File: src/rtl/tape_pulse_gen.sv
// ROM-format tape EAR encoder: pilot, two sync pulses, MSB-first data bits and a pause,
// all timed in Z80 T-state strobes, with optional turbo halving of every pulse length.
module tape_pulse_gen #(
  parameter int PILOT_T     = 2168,
  parameter int SYNC1_T     = 667,
  parameter int SYNC2_T     = 735,
  parameter int BIT0_T      = 855,
  parameter int BIT1_T      = 1710,
  parameter int PILOT_HDR_N = 8063,
  parameter int PILOT_DAT_N = 3223,
  parameter int PAUSE_T     = 3500000,
  parameter int TURBO_SHIFT = 1
) (
  input  logic       i_clock,
  input  logic       i_reset,
  input  logic       i_tstate_en,
  input  logic       i_save_turbo,
  input  logic       i_blk_start,
  input  logic       i_blk_is_hdr,
  input  logic [7:0] i_data,
  input  logic       i_data_last,
  input  logic       i_data_valid,
  output logic       o_data_ready,
  output logic       o_ear,
  output logic       o_busy,
  output logic       o_done,
  output logic       o_underrun
);

  typedef enum logic [2:0] {
    ST_IDLE,
    ST_PILOT,
    ST_SYNC1,
    ST_SYNC2,
    ST_LOAD,
    ST_DATA,
    ST_PAUSE
  } state_t;

  localparam logic [12:0] PILOT_HDR_M1 = 13'(PILOT_HDR_N - 1);
  localparam logic [12:0] PILOT_DAT_M1 = 13'(PILOT_DAT_N - 1);
  localparam logic [21:0] PAUSE_M1     = 22'(PAUSE_T - 1);

  // Counter reload value for a pulse: one less than its (possibly turbo-scaled) length.
  function automatic logic [21:0] reload(input int t, input logic turbo);
    logic [21:0] full;
    full = 22'(t);
    if (turbo) full = full >> TURBO_SHIFT;
    return full - 22'd1;
  endfunction

  state_t      state_reg, state_next;
  logic [21:0] len_cnt_reg, len_cnt_next;
  logic [12:0] pilot_cnt_reg, pilot_cnt_next;
  logic [2:0]  bit_idx_reg, bit_idx_next;
  logic        half_reg, half_next;
  logic [7:0]  byte_reg, byte_next;
  logic        last_reg, last_next;
  logic        turbo_reg, turbo_next;
  logic        ear_reg, ear_next;
  logic        done_reg, done_next;
  logic        underrun_reg, underrun_next;

  always_ff @(posedge i_clock) begin
    if (i_reset) begin
      state_reg     <= ST_IDLE;
      len_cnt_reg   <= '0;
      pilot_cnt_reg <= '0;
      bit_idx_reg   <= '0;
      half_reg      <= 1'b0;
      byte_reg      <= '0;
      last_reg      <= 1'b0;
      turbo_reg     <= 1'b0;
      ear_reg       <= 1'b0;
      done_reg      <= 1'b0;
      underrun_reg  <= 1'b0;
    end else begin
      state_reg     <= state_next;
      len_cnt_reg   <= len_cnt_next;
      pilot_cnt_reg <= pilot_cnt_next;
      bit_idx_reg   <= bit_idx_next;
      half_reg      <= half_next;
      byte_reg      <= byte_next;
      last_reg      <= last_next;
      turbo_reg     <= turbo_next;
      ear_reg       <= ear_next;
      done_reg      <= done_next;
      underrun_reg  <= underrun_next;
    end
  end

  always_comb begin
    state_next     = state_reg;
    len_cnt_next   = len_cnt_reg;
    pilot_cnt_next = pilot_cnt_reg;
    bit_idx_next   = bit_idx_reg;
    half_next      = half_reg;
    byte_next      = byte_reg;
    last_next      = last_reg;
    turbo_next     = turbo_reg;
    ear_next       = ear_reg;
    done_next      = 1'b0;
    underrun_next  = 1'b0;

    case (state_reg)
      ST_IDLE: begin
        ear_next = 1'b0;
        if (i_blk_start) begin
          turbo_next     = i_save_turbo;
          pilot_cnt_next = i_blk_is_hdr ? PILOT_HDR_M1 : PILOT_DAT_M1;
          len_cnt_next   = reload(PILOT_T, i_save_turbo);
          ear_next       = 1'b1;
          state_next     = ST_PILOT;
        end
      end

      ST_PILOT: begin
        if (i_tstate_en) begin
          if (len_cnt_reg == '0) begin
            ear_next = ~ear_reg;
            if (pilot_cnt_reg == '0) begin
              len_cnt_next = reload(SYNC1_T, turbo_reg);
              state_next   = ST_SYNC1;
            end else begin
              pilot_cnt_next = pilot_cnt_reg - 13'd1;
              len_cnt_next   = reload(PILOT_T, turbo_reg);
            end
          end else begin
            len_cnt_next = len_cnt_reg - 22'd1;
          end
        end
      end

      ST_SYNC1: begin
        if (i_tstate_en) begin
          if (len_cnt_reg == '0) begin
            ear_next     = ~ear_reg;
            len_cnt_next = reload(SYNC2_T, turbo_reg);
            state_next   = ST_SYNC2;
          end else begin
            len_cnt_next = len_cnt_reg - 22'd1;
          end
        end
      end

      ST_SYNC2: begin
        if (i_tstate_en) begin
          if (len_cnt_reg == '0) begin
            ear_next   = ~ear_reg;
            state_next = ST_LOAD;
          end else begin
            len_cnt_next = len_cnt_reg - 22'd1;
          end
        end
      end

      // The LOAD cycle already belongs to the first pulse of bit 7, so its strobe is counted.
      ST_LOAD: begin
        if (i_data_valid) begin
          byte_next    = i_data;
          last_next    = i_data_last;
          bit_idx_next = 3'd7;
          half_next    = 1'b0;
          len_cnt_next = reload(i_data[7] ? BIT1_T : BIT0_T, turbo_reg)
                         - {21'd0, i_tstate_en};
          state_next   = ST_DATA;
        end else begin
          underrun_next = 1'b1;
          ear_next      = 1'b0;
          len_cnt_next  = PAUSE_M1;
          state_next    = ST_PAUSE;
        end
      end

      ST_DATA: begin
        if (i_tstate_en) begin
          if (len_cnt_reg == '0) begin
            ear_next = ~ear_reg;
            if (!half_reg) begin
              half_next    = 1'b1;
              len_cnt_next = reload(byte_reg[7] ? BIT1_T : BIT0_T, turbo_reg);
            end else if (bit_idx_reg == '0) begin
              if (last_reg) begin
                ear_next     = 1'b0;
                len_cnt_next = PAUSE_M1;
                state_next   = ST_PAUSE;
              end else begin
                state_next = ST_LOAD;
              end
            end else begin
              bit_idx_next = bit_idx_reg - 3'd1;
              half_next    = 1'b0;
              byte_next    = {byte_reg[6:0], 1'b0};
              len_cnt_next = reload(byte_reg[6] ? BIT1_T : BIT0_T, turbo_reg);
            end
          end else begin
            len_cnt_next = len_cnt_reg - 22'd1;
          end
        end
      end

      ST_PAUSE: begin
        ear_next = 1'b0;
        if (i_tstate_en) begin
          if (len_cnt_reg == '0) begin
            done_next  = 1'b1;
            state_next = ST_IDLE;
          end else begin
            len_cnt_next = len_cnt_reg - 22'd1;
          end
        end
      end

      default: state_next = ST_IDLE;
    endcase
  end

  assign o_data_ready = (state_reg == ST_LOAD);
  assign o_busy       = (state_reg != ST_IDLE);
  assign o_ear        = ear_reg;
  assign o_done       = done_reg;
  assign o_underrun   = underrun_reg;

endmodule
File: config.mk
export PLATFORM = sky130hd
export DESIGN_NAME = tape_pulse_gen
export DESIGN_NICKNAME = d
export VERILOG_FILES = /design/src/rtl/tape_pulse_gen.sv
export SDC_FILE = /design/constraint.sdc
export NUM_CORES = 1
export LEC_CHECK = 0
export BUFFER_PORTS_ARGS = -buffer_cell sky130_fd_sc_hd__buf_2
export CAP_MARGIN = 20
export CELL_PAD_IN_SITES_DETAIL_PLACEMENT = 2
export CELL_PAD_IN_SITES_GLOBAL_PLACEMENT = 2
export CORE_MARGIN = 3
export CORE_UTILIZATION = 33
export CTS_CLUSTER_SIZE = 24
export DETAILED_ROUTE_END_ITERATION = 12
export HOLD_SLACK_MARGIN = 0.05
export PLACE_DENSITY_LB_ADDON = 0.05
export SYNTH_ARGS = -nofsm -noshare
export SYNTH_HDL_FRONTEND = slang
export SYNTH_SLANG_ARGS = --single-unit
export TNS_END_PERCENT = 20
File: constraint.sdc
create_clock -name i_clock -period 3.3 [get_ports i_clock]
set_input_delay 0.33 -clock i_clock [delete_from_list [all_inputs] [get_ports i_clock]]
set_output_delay 0.33 -clock i_clock [all_outputs]
set_load 0.05 [all_outputs]
== Word level (Yosys, flattened, before mapping) ==
Cells that the tools add are included.
Operators by class
  equality and inequality tests: 29
  bitwise logic cells: 4
  add/subtract/negate cells: 11
  muxes and demuxes: 102
  reduce and logical (&&, ||, !) cells: 21
Operators with widths (count)
  22-bit two-way mux: 38
  22-bit by 1-bit subtractor with 22-bit output, second input constant: 8
  22-bit case mux with 6 select lines: 1
  11-bit two-way mux: 6
  13-bit two-way mux: 5
  3-bit two-way mux: 19
  8-bit two-way mux: 5
  2-bit inequality test, second input constant: 19
  13-bit case mux with 2 select lines: 1
  12-bit two-way mux: 2
  22-bit logical NOT: 1
  22-bit by 1-bit subtractor with 22-bit output: 1
  3-bit case mux with 7 select lines: 1
  10-bit two-way mux: 2
  1-bit two-way mux: 16
  8-bit case mux with 2 select lines: 1
  14-bit AND reduction: 1
  13-bit logical NOT: 1
  13-bit by 1-bit subtractor with 13-bit output, second input constant: 1
  6-bit AND reduction: 2
  3-bit == test, second input constant: 3
  8-bit AND reduction: 1
  3-bit by 2-bit == test with 1-bit output, second input constant: 2
  3-bit logical NOT: 2
  other kinds (18): 28
Storage, ports and cells
  register bits after elaboration: 55
  output and inout port bits: 5

== Longest topological paths before layout ==
  depth after elaboration: 13
  mapped depth: 12
  mapped depth without buffers: 12

== Worst setup path after synthesis ==
Ideal clock, no wire load.
  path kind: reg2reg
  start point: register pilot_cnt_reg[0]
  end point: register len_cnt_reg[6]
  cell stages (with the launch flop): 11
  required time: 3.183 ns
  path buffers: 0
  clock period less this slack: 2.529 ns
  data arrival time: 2.412 ns
  path slack: 0.771 ns
  path through: dfxtp_1 > inv_1 > ha_1 > nor3b_1 > nand4b_1 > ha_1 > o21ai_0 > nand2_1 > nand2_1 > or4_1 > a32o_1
Between the ends
  word-level cells in the longest chain between the ends: 5
Ends and longest elaborated chain
  start: declaration: RTL line 54  | logic [12:0] pilot_cnt_reg, pilot_cnt_next;
  start signal: assignment: RTL line 80  | pilot_cnt_reg <= pilot_cnt_next;
  13-bit logical NOT: RTL line 121  | if (pilot_cnt_reg == '0) begin
  22-bit two-way mux: RTL line 121
  22-bit two-way mux: RTL line 119  | if (len_cnt_reg == '0) begin
  22-bit two-way mux: RTL line 118  | if (i_tstate_en) begin
  22-bit case mux with 6 select lines: RTL line 105  | case (state_reg)
  end signal: assignment: RTL line 79  | len_cnt_reg <= len_cnt_next;
  end: declaration: RTL line 53  | logic [21:0] len_cnt_reg, len_cnt_next;
No other way between the ends. The select of a mux whose other input is x is not followed.
A chain may end at the register's enable or synchronous reset.

== Worst setup path in the final report ==
Ends and elaborated chain as after synthesis.

==> impl_summary.log <==
[metrics] status: finished, final reports clean
[metrics] reported max-cap violation count: 0
[metrics] register bit total from synthesis: 55
[metrics] fin cells: 664
[metrics] Yosys cell types: 70
[metrics] maximum buffer depth of the clock tree: 2
[metrics] Final Cycle Share: 91.17%
[metrics] Worst setup EP type: flop
[metrics] critical setup path kind: reg2reg
[metrics] aggregate routed wire length: 14.29 mm
[metrics] number of levels in the clock H-tree: 2
[metrics] setup TNS: 0 ns
[metrics] share of cells above drive strength 1: 13.05%
[metrics] instance count of the mapped netlist: 505
[metrics] setup violation total in the final timing report: 0
[metrics] number of port buffers: 20
[metrics] Mean Syn Cell Area: 7.748 µm²
[metrics] final total power: 4070 µW
[metrics] clock insertion delay at the later pin of the skew report: 0.31 ns
[metrics] data required time of the worst path: 3.50 ns
[metrics] chip height: 114.9 µm
[metrics] Antenna Diode Count: 0
[metrics] number of enable flip-flop cells after synthesis: 0
[metrics] Detail Placement HPWL: 10.76 mm
[metrics] Power Density: 929.1 mW/mm²
[metrics] Startpoint Class: flop
[metrics] area share of the largest cell type after synthesis: 28.14%
[metrics] critical path arrival: 3.21 ns
[metrics] vias in the first global route: 4360
[metrics] PostCTS Resize Cnt: 0
[metrics] Rel. slew slack: 39.26%
[metrics] Area Overhead vs Synth: 11.96%
[metrics] yosys warns: 0
[metrics] Post-route DRC: 0
[metrics] clock root buffer master: sky130_fd_sc_hd__clkbuf_16
[metrics] number of DRC markers after the initial detailed-route iteration: 202
[metrics] cell breakdown of the critical path: inv_1, ha_1, nor3b_1, nand4b_1, ha_1, o21ai_0, nand2_1, nand2_1, or4_1, a32o_1
[metrics] prevailing post-synth register cell: sky130_fd_sc_hd__dfxtp_1
[metrics] RePlAce Congestion: 0.8763
[metrics] fraction of the yosys area taken by sequential cells: 28.14%
[metrics] global-route wire length before repair: 24.03 mm
[metrics] Leak Pwr: 0.001633 µW
[metrics] average wire per standard cell: 21.51 µm
[metrics] actual slew at the worst max-slew pin: 0.9111 ns
[metrics] Starting Density: 33.97%
[metrics] number of sinks handled by clock tree synthesis: 55
[metrics] Max stage delay cell, worst path: sky130_fd_sc_hd__or4_1
[metrics] number of endpoints with negative hold slack in the final report: 0
[metrics] clock period minus worst slack: 3.009 ns
[metrics] upper clock frequency limit: 0.3324 GHz
[metrics] number of cells after detailed placement: 656
[metrics] worst voltage drop across the vdd grid: 0.0003349 V
[metrics] antenna-violating nets left: 0
[metrics] number of post-CTS setup repair buffers: 0
[metrics] NumNets Final: 556
[metrics] clk_skew: 0.01062 ns
[metrics] TritonCTS clock tree: yes
[metrics] synthesized area: 0.003913 mm²
[metrics] IO Pins: 21
[metrics] antenna violations before repair: 0
[metrics] pin count of the biggest net entering global routing: 32
[metrics] total nets after synthesis: 541
[metrics] die span in x: 114.9 µm
[metrics] category of cells accounting for the largest share of critical-path delay: simple AND/OR/NAND/NOR gates
[metrics] setup repair after global routing missed its margin: false
[metrics] post-detailed-route via-to-cell ratio: 5.899
[metrics] buffers and inverters on the worst path: 1
[metrics] overall fraction of global-route tracks in use: 23.06%
[metrics] hold-fix buffers at CTS: 0
[metrics] cell type with the largest total area after synthesis: sky130_fd_sc_hd__dfxtp_1
[metrics] core outline area: 0.01152 mm²
[metrics] worst hold path type: in2reg
[metrics] number of placement rows: 39
[metrics] total die area: 0.01320 mm²
[metrics] total via count in the routed design: 3917
[metrics] Worst Path Max Fanout: 5
[metrics] total overflow reported by the global router: 0
[metrics] fraction of registers with async set/reset: 0%
[metrics] max-slew violation total from the final report: 0
[metrics] ranking of synthesized cells by area: sky130_fd_sc_hd__dfxtp_1 (28%), sky130_fd_sc_hd__ha_1 (6.4%), sky130_fd_sc_hd__a21oi_1 (5.2%)
[metrics] clk slew on worst S/H paths: 0.08 ns
[metrics] Largest register FFs: 22
[metrics] number of detailed-route iterations in the first pass: 4
[metrics] total clock buffers created by CTS: 5
[metrics] Hold Slack: 0.2537 ns
[metrics] highest cell delay on the worst timing path: 0.54 ns
## synth_stat cells, types with 8 or more instances
| cell | number |
|---|---|
| sky130_fd_sc_hd__nor2_1 | 51 |
| sky130_fd_sc_hd__ha_1 | 20 |
| sky130_fd_sc_hd__a21oi_1 | 41 |
| sky130_fd_sc_hd__nor3_1 | 21 |
| sky130_fd_sc_hd__inv_1 | 20 |
| sky130_fd_sc_hd__o2bb2ai_1 | 8 |
| sky130_fd_sc_hd__nor4_1 | 9 |
| sky130_fd_sc_hd__dfxtp_1 | 55 |
| sky130_fd_sc_hd__xor2_1 | 12 |
| sky130_fd_sc_hd__o21ai_0 | 31 |
| sky130_fd_sc_hd__nand3_1 | 11 |
| sky130_fd_sc_hd__buf_2 | 12 |
| sky130_fd_sc_hd__a311oi_1 | 13 |
| sky130_fd_sc_hd__nand2_1 | 51 |
| sky130_fd_sc_hd__clkbuf_1 | 15 |
## routing by layer
metal  part of all wire, %  vias up  global-route usage [%]
li1                      -     1895                       -
met1                    47     1947                   30.24
met2                    48       49                   38.04
met3                   2.2       26                   3.368
met4                   3.0        0                   9.155
met5                     0        -                       0
## worst min-delay path, cell delays in order
cell and delay (ns):
sky130_fd_sc_hd__buf_2 0.10, sky130_fd_sc_hd__nand2_1 0.04, sky130_fd_sc_hd__a21oi_1 0.05
## path summary, 6_finish.rpt
| path | cells after the start | slack [ns] | from | to |
|---|---|---|---|---|
| worst max-delay path | 10 | 0.29 | pilot_cnt_reg[0] | len_cnt_reg[6] |
| worst max register to register | 10 | 0.29 | pilot_cnt_reg[0] | len_cnt_reg[6] |
| worst min register to register | 2 | 0.48 | byte_reg[0] | byte_reg[0] |
| worst min-delay path | 3 | 0.25 | i_data[0] | byte_reg[0] |
## cells in the final DEF, fill, tap and decap left out, types with 3 or more instances in the layout
master	count
sky130_fd_sc_hd__or3b_2	3
sky130_fd_sc_hd__nand3b_1	3
sky130_fd_sc_hd__o21a_1	5
sky130_fd_sc_hd__nor2b_1	4
sky130_fd_sc_hd__xor2_1	12
sky130_fd_sc_hd__clkbuf_16	5
sky130_fd_sc_hd__nand2_1	51
sky130_fd_sc_hd__or4_1	4
sky130_fd_sc_hd__buf_2	20
sky130_fd_sc_hd__o21ai_1	5
sky130_fd_sc_hd__o221ai_1	3
sky130_fd_sc_hd__buf_4	16
sky130_fd_sc_hd__nor2_1	51
sky130_fd_sc_hd__nor4_1	9
sky130_fd_sc_hd__nor3_1	21
sky130_fd_sc_hd__nand2b_1	7
sky130_fd_sc_hd__dfxtp_1	55
sky130_fd_sc_hd__or3_1	6
sky130_fd_sc_hd__xnor2_1	7
sky130_fd_sc_hd__o211ai_1	7
sky130_fd_sc_hd__mux2i_1	3
sky130_fd_sc_hd__o2bb2ai_1	8
sky130_fd_sc_hd__inv_1	20
sky130_fd_sc_hd__o21ai_0	31
sky130_fd_sc_hd__nand3_1	11
sky130_fd_sc_hd__a21oi_1	41
sky130_fd_sc_hd__a31oi_1	6
sky130_fd_sc_hd__o22ai_1	3
sky130_fd_sc_hd__a22oi_1	3
sky130_fd_sc_hd__a311oi_1	13
sky130_fd_sc_hd__o31ai_1	6
sky130_fd_sc_hd__nand4_1	7
sky130_fd_sc_hd__ha_1	20
## stage by stage
stage / instance area (µm²) / setup WS, ns / utilization (%)
floorplan: 3913 / 0.7707 / -
global placement: 4184 / 0.4530 / 36.33
detailed placement: 4184 / 0.3157 / 36.33
CTS: 4380 / 0.2967 / 38.04
global route: 4380 / 0.07066 / 38.04
finish: 4380 / 0.2912 / 38.04
## cell families (layout without fill, tap and decap cells)
logic type / count (synthesis) / count (layout) / share of synthesized area [%]
compound gates: 161 / 161 / 28.59
xor+xnor: 19 / 19 / 4.253
fa+ha+maj: 20 / 20 / 6.396
buf+inv: 50 / 66 / 5.373
flops: 55 / 55 / 28.14
mux: 3 / 3 / 0.7675
simple gates: 197 / 197 / 26.48
## power by group
part / total (µW) / switching [µW] / internal, µW / leakage (µW)
clock network: 722 / 281 / 441 / 0.0000959
logic: 2360 / 1530 / 823 / 0.00109
registers: 991 / 182 / 809 / 0.000449
total: 4070 / 2000 / 2070 / 0.00163
## area by class of cell
class                      count  area (µm²)
clock inverter                 3       71.32
sequential                    55        1101
inverter                      22       82.58
timing repair buffer          36       220.2
multi-input combinational    400        2601
fill                        1365        7136
tap                          143       178.9
clock buffer                   5       125.1
Power figures use the tool's default switching activity.
